### src/rtl/step5_status_pipe.sv
// step5_status_pipe: elastic DEPTH-stage carrier for FP adder status
// (sign, five exception flags, user tag) with valid/ready handshake,
// sticky exception flags over accepted results, and registered occupancy.
// Optional: define FP_STATUS_ZERO_SIGN_EN to force exact-zero, non-NaN
// results to +0 at capture.
module step5_status_pipe #(
  parameter int DEPTH = 2,
  parameter int TAG_W = 4,
  parameter int OCC_W = $clog2(DEPTH+1)
) (
  input  logic             clock,
  input  logic             resetn,
  input  logic             flush,
  input  logic             in_valid,
  output logic             in_ready,
  input  logic             in_sign,
  input  logic [4:0]       in_flags,
  input  logic [TAG_W-1:0] in_tag,
  output logic             out_valid,
  input  logic             out_ready,
  output logic             out_sign,
  output logic [4:0]       out_flags,
  output logic [TAG_W-1:0] out_tag,
  input  logic             sticky_clear,
  output logic [4:0]       sticky_flags,
  output logic [OCC_W-1:0] occupancy
);

  typedef struct packed {
    logic             sign;
    logic [4:0]       flags;
    logic [TAG_W-1:0] tag;
  } stage_t;

  logic [DEPTH-1:0] v;
  logic [DEPTH-1:0] en;
  stage_t           d [DEPTH];
  stage_t           cap;
  logic             accept;
  logic             beat;

  // Advance enables: a stage moves when any stage at or after it is empty,
  // or the consumer is taking the head. Accumulated without self-reference.
  always_comb begin
    logic acc;
    acc = out_ready | ~v[DEPTH-1];
    en  = '0;
    en[DEPTH-1] = acc;
    for (int i = DEPTH-2; i >= 0; i--) begin
      acc   = acc | ~v[i];
      en[i] = acc;
    end
  end

  // Stage-0 capture word, with optional +0 normalisation of exact zeros.
  always_comb begin
    cap.flags = in_flags;
    cap.tag   = in_tag;
`ifdef FP_STATUS_ZERO_SIGN_EN
    cap.sign  = in_sign & ~(in_flags[0] & ~in_flags[2]);
`else
    cap.sign  = in_sign;
`endif
  end

  assign in_ready = en[0];
  assign accept   = in_valid & in_ready;
  assign beat     = v[DEPTH-1] & out_ready;

  genvar g;
  generate
    for (g = 0; g < DEPTH; g++) begin : g_stage
      logic   vq;
      stage_t dq;
      logic   v_src;
      stage_t d_src;

      if (g == 0) begin : g_head
        assign v_src = in_valid;
        assign d_src = cap;
      end else begin : g_body
        assign v_src = v[g-1];
        assign d_src = d[g-1];
      end

      // Stage register: loads from upstream only when enabled; flush kills valid.
      always_ff @(posedge clock or negedge resetn) begin
        if (!resetn) begin
          vq <= 1'b0;
          dq <= '0;
        end else begin
          if (flush)      vq <= 1'b0;
          else if (en[g]) vq <= v_src;
          if (en[g])      dq <= d_src;
        end
      end

      assign v[g] = vq;
      assign d[g] = dq;
    end
  endgenerate

  // Output stage view, masked to zero while no result is held.
  always_comb begin
    out_valid = v[DEPTH-1];
    out_sign  = v[DEPTH-1] & d[DEPTH-1].sign;
    out_flags = v[DEPTH-1] ? d[DEPTH-1].flags : 5'b0;
    out_tag   = v[DEPTH-1] ? d[DEPTH-1].tag   : '0;
  end

  // Occupancy tracks accepts minus beats; flush empties the pipe.
  always_ff @(posedge clock or negedge resetn) begin
    if (!resetn)               occupancy <= '0;
    else if (flush)            occupancy <= '0;
    else if (accept && !beat)  occupancy <= occupancy + OCC_W'(1);
    else if (beat && !accept)  occupancy <= occupancy - OCC_W'(1);
  end

  // Sticky flags: clear takes effect before a coincident beat is merged.
  always_ff @(posedge clock or negedge resetn) begin
    if (!resetn)           sticky_flags <= 5'b0;
    else if (sticky_clear) sticky_flags <= beat ? out_flags : 5'b0;
    else if (beat)         sticky_flags <= sticky_flags | out_flags;
  end

endmodule

### config.mk
export PLATFORM = sky130hd
export DESIGN_NAME = step5_status_pipe
export DESIGN_NICKNAME = d
export VERILOG_FILES = /design/src/rtl/step5_status_pipe.sv
export SDC_FILE = /design/constraint.sdc
export NUM_CORES = 1
export LEC_CHECK = 0
export CORE_UTILIZATION = 46
export CTS_CLUSTER_SIZE = 12
export DETAILED_ROUTE_END_ITERATION = 16
export GPL_TIMING_DRIVEN = 0
export PLACE_DENSITY = 0.88
export SYNTH_ARGS = -nofsm -noshare
export SYNTH_HDL_FRONTEND = slang
export SYNTH_SLANG_ARGS = --single-unit
### constraint.sdc
create_clock -name clock -period 1.6 [get_ports clock]
set_input_delay 0.24 -clock clock [delete_from_list [all_inputs] [get_ports clock]]
set_output_delay 0.24 -clock clock [all_outputs]
set_load 0.05 [all_outputs]
==> metrics.yaml, run 1 <==
dr.pass1.iters: 4
syn_avg_cell_area_um2: 13.1
grt_pass1_vias: 812
worstHoldStart: "out_ready"
die_y_um: 54.0
yosys.area.top_type: "dfrtp_1"
hold_path_class: "input pin to register"
layout_commonest_cell: "dfrtp_1"
synthDominantCellAreaShare_pct: 58.4
whs_path_depth: 3
wl_um: 2410
clock_sinks: 29
period_share_pct: 97.2
power.total_mw: 1.51
cts_max_path_buffers: 2
rows: 18
antenna_found_initial: 0
clockRootBuffer: "clkbuf_4"
die_w_um: 54.0
core_area_um2: 2520
wl_per_cell_um: 13.8
syn_inst: 95
path_class: "register to primary output"
gp_congestion: 0.701
ys_warn_count: 0
maxSlewHeadroom_pct: 58.6
final_core_util_pct: 67.6
drv_slew: 0
arrival_ns: 1.32
tns_ns: 0
critPathMaxFanout: 9
hold_viol: 0
cts_buffers: 5
r2r_cells: 4
synth_seq_area_share_pct: 58.4
drt_iter0_markers: 8
synth_area_um2: 1240
drive_gt1_share_pct: 37.5
whs_endpoint: "d[1]"
grt_start_max_net_pins: 30
setup.worst_path.start: "out_valid"
ioPinCount: 35
worstMarginPinSlew_ns: 0.621
cts_tree: "done"
synthDistinctLibCells: 18
grt.overflow.total: 0
rsz0062_at_grt: "false"
num-nets-final: 159
clock_latency_ns: 0.34
synth_nets: 111
dp.cells: 159
min_period_ns: 1.56
drv_cap: 0
fmax_mhz: 643
grt_pass1_wl_um: 3710
vias_per_cell: 4.91
final_antenna_net_count: 0
die-area_um2: 2920
syn_to_final_growth_pct: 37.1
ys_ff_latch: 29
route.vias.total: 855
initial_utilization_pct: 49.3
dp_hpwl_um: 1610
h-tree-depth: 2
cp_data_required_time_ns: 1.36
layout_common_cells: "28 x dfrtp_1, 17 x buf_4, 14 x mux2_2"
regArea_um2: 727
rr_startpoint: "out_valid"
track_usage_pct: 19.6
multi_input_area_um2: 474
setup_viol: 0
clock_skew_ns: 0.0152
p_leak_nw: 0.843
cellPowerDensity_nw_per_um2: 886
antenna_cells: 0
r2r_end: "d[15]"
status: "complete, no violations"
r2r_slack_ns: 0.22
synth.area.top_cells: "dfrtp_1 58%, mux2_2 13%, mux2_4 9.7%"
critPathLaunchType: "register"
end_kind: "primary output"
final_cells: 174
hold-worst-slack_ns: 0.375
port_buffers: 34
peakVddDrop_mv: 0.756
nFillCells: 193
drc: 0
clk_pin_slew_ns: 0.10
[metrics by stage]
step | worst slack (ns) | instance area, um2
3_5_place_dp | -0.669 | 1620
2_1_floorplan | 0.0961 | 1240
4_1_cts | -0.126 | 1640
6_report | 0.0448 | 1710
5_1_grt | 0.000980 | 1710
3_3_place_gp | -0.680 | 1620
[critical path, stage by stage, from the launching register on]
cell	delay [ns]
dfrtp_2	0.44
nand2b_4	0.07
or2_4	0.30
buf_6	0.17
[where the power goes]
group | total [mW] | internal (mW) | switching, mW
logic | 0.275 | 0.122 | 0.152
clock network | 0.423 | 0.167 | 0.256
registers | 0.813 | 0.782 | 0.0316
total | 1.51 | 1.07 | 0.440
[area by class of cell]
cell class	count	share of cell area (%)
Sequential cell	29	42.6
Multi-Input combinational cell	55	27.8
Timing Repair Buffer	42	21.6
Clock buffer	6	2.42
Tap cell	30	2.20
Inverter	7	1.54
Buffer	3	1.25
Clock inverter	2	0.587
[sequential cells by signal, indices dropped and copies added, names as in the netlist]
| signal | flops |
|---|---|
| d | 20 |
| g_stage.vq | 1 |
| occupancy | 2 |
| out_valid | 1 |
| sticky_flags | 5 |
[how the worst max path moves through the flow]
stage               slack, ns  cells after the start            to
detailed placement      -0.67                      5      in_ready
floorplan                 0.1                      4         d[12]
global route            0.001                      1  occupancy[0]
global placement        -0.68                      5      in_ready
CTS                     -0.13                      5      in_ready
finish                   0.04                      3      in_ready
[cells in the mapped netlist, drive strengths merged]
cell type / instances
buf: 3
nand2: 5
nor4bb: 1
mux2: 22
dfrtp: 29
mux2i: 1
a21oi: 2
nand2b: 1
or2: 1
and2: 11
nor2b: 2
a31oi: 1
o21ai: 6
nor2: 2
clkbuf: 1
inv: 7
[logic make-up after synthesis]
kind of cell           after synthesis  synth area share, %
flip-flops                          29                 58.4
multiplexers                        23                 23.1
AND/OR/NAND/NOR                     23                 10.7
buffers and inverters               11                 4.12
AO/OA/AOI/OAI                        9                 3.72
[layer usage]
layer  vias to the layer above  track usage, %  wire length (um)
met4                         0            10.3                46
li1                        411               -                 -
met3                         6            8.76               178
met2                        30            30.9              1180
met5                         -               0                 0
met1                       408            22.3              1000
[repair_timing]
action / 4_1_cts / 5_1_grt
endpoints found under the setup margin: 19 / 5
buffers inserted: 0 / 7
hold endpoints to repair: 0 / 29
pin swaps: 0 / 1
resized for setup: 71 / 14
hold buffers: 0 / 1
(Power assumes the default switching activity.)
==> run 2: changes to the inputs <==
- CORE_MARGIN: default -> 3
==> metrics.yaml, run 2 (synthesized netlist as in run 1, its figures left out) <==
status: "complete, no violations"
path_class: "input pin to primary output"
drc: 0  # unchanged
cts_buffers: 5  # unchanged
cts_tree: "done"
rr_startpoint: "out_valid"
track_usage_pct: 15.9  # -3.7 points
cellPowerDensity_nw_per_um2: 894  # +0.95%
clock_latency_ns: 0.31  # -0.03 ns
hold_path_class: "input pin to async pin"
dr.pass1.iters: 6  # +2
critical-path-max-stage-delay_ns: 0.44  # about the same
wl_per_cell_um: 14.2  # +2.5%
antenna_cells: 0  # unchanged
regArea_um2: 727  # unchanged
place_area_um2: 1620  # unchanged
syn_to_final_growth_pct: 37.1  # unchanged
vias_per_cell: 5.03  # +2.5%
layout_commonest_cell: "dfrtp_1"
rsz0062_at_grt: "false"
final_antenna_net_count: 0  # unchanged
port_buffers: 34  # unchanged
maxSlewHeadroom_pct: 58.7  # +0.10 points
clockRootBuffer: "clkbuf_4"
worstMarginPinSlew_ns: 0.620  # -0.00152 ns
initial_utilization_pct: 49.3  # unchanged
p_leak_nw: 0.836  # -0.83%
multi_input_area_um2: 474  # unchanged
h-tree-depth: 2  # unchanged
grt_start_max_net_pins: 30  # unchanged
peakVddDrop_mv: 0.663  # -12%
drv_cap: 0  # unchanged
hold_viol: 0  # unchanged
place_ws_ns: -0.666  # +0.00312 ns
num-nets-final: 159  # unchanged
core_area_um2: 2520  # unchanged
clock_sinks: 29  # unchanged
die_y_um: 58.0  # +7.4%
drive_gt1_share_pct: 37.1  # -0.44 points
clock_skew_ns: 0.00240  # -0.0128 ns
tns_ns: 0  # unchanged
gp_congestion: 0.801  # +14%
dp_hpwl_um: 1660  # +3.0%
cts_max_path_buffers: 2  # unchanged
critPathLaunchType: "input pin"
grt_pass1_wl_um: 3990  # +7.4%
min_period_ns: 1.56  # +0.00508 ns
grt.overflow.total: 0  # unchanged
setup_slack_ns: 0.0397  # -0.00508 ns
die_w_um: 58.0  # +7.4%
r2r_cells: 4  # unchanged
final_core_util_pct: 67.6  # unchanged
drt_iter0_markers: 15  # +7
setup_viol: 0  # unchanged
die-area_um2: 3360  # +15%
setup.worst_path.start: "out_ready"
critPathSlowestCell: "clkdlybuf4s50_1"
period_share_pct: 97.5  # +0.32 points
grt_pass1_vias: 892  # +9.9%
design_area_um2: 1710  # unchanged
clk_pin_slew_ns: 0.08  # -0.02 ns
route.vias.total: 871  # +1.9%
power.total_mw: 1.53  # +0.95%
cp_data_required_time_ns: 1.36  # about the same
end_kind: "primary output"
wl_um: 2460  # +1.9%
largest_reg_flops: 20  # unchanged
fmax_mhz: 641  # -0.33%
ioPinCount: 35  # unchanged
antenna_found_initial: 0  # unchanged
arrival_ns: 1.32  # about the same
drv_slew: 0  # unchanged
rows: 18  # unchanged
cp_cell_sequence: "clkdlybuf4s50_1 -> nand2b_4 -> or2_4 -> buf_6"
critPathMaxFanout: 10  # +1
layout_common_cells: "28 x dfrtp_1, 17 x buf_4, 14 x mux2_2, 14 x clkdlybuf4s50_1, 11 x and2_1"
nFillCells: 205  # +6.2%
==> run 2: cell count changes in the layout (fill, tap and decap cells not counted), sizes merged <==
cell and delta:
clkdlybuf4s50 +1, clkinv -2, clkdlybuf4s15 -1, dlymetal6s2s -1, dlygate4sd2 +1, clkbuf +1
==> run 2: final cells by class <==
cell class / instances / area share, %
timing repair buffer: 42 / 21.3
clock buffer: 7 / 3.23
tap: 30 / 2.20
inverter: 7 / 1.54
multi-input combinational: 55 / 27.8
sequential: 29 / 42.6
buffer: 3 / 1.25
==> run 2: worst max-delay path: cells and delay by family <==
family / cells / cell delay, ns
buffers and inverters: 2 / 0.61
and+or+nand+nor: 2 / 0.46
==> run 2: worst paths after layout <==
check                                  end  slack, ns
setup / recovery                  in_ready       0.04
hold / removal                       d[10]       0.47
setup reg to reg                     d[18]       0.22
hold reg to reg            sticky_flags[1]       0.51
max in group asynchronous        out_valid       0.69
min in group clock         sticky_flags[1]       0.51
==> run 2: timing repair <==
action / CTS / global route
gates resized for setup: 75 / 7
hold endpoints to repair: 0 / 29
pin swaps: 0 / 1
endpoints found under the setup margin: 19 / 11
hold buffers: 0 / 1
buffers inserted: 0 / 7
==> run 2: power breakdown <==
part           switching (mW)  internal [mW]  leakage, nW  total (mW)
combinational           0.153          0.122        0.452       0.276
clock                   0.229          0.207       0.0314       0.436
sequential             0.0325          0.782        0.352       0.814
==> run 2: through the flow <==
step,instances,hold WS [ns]
6_report,173,0.468
3_3_place_gp,159,0.481
4_1_cts,166,0.511
2_1_floorplan,95,-0.0556
5_1_grt,173,0.509
3_5_place_dp,159,0.490
==> run 2: layer usage <==
metal	share of wire [%]	wire length (um)	GRT usage [%]
met1	38	937	20.2
met5	0	0	0
met2	52	1270	25.0
met4	0.41	10	4.97
met3	9.5	233	6.46
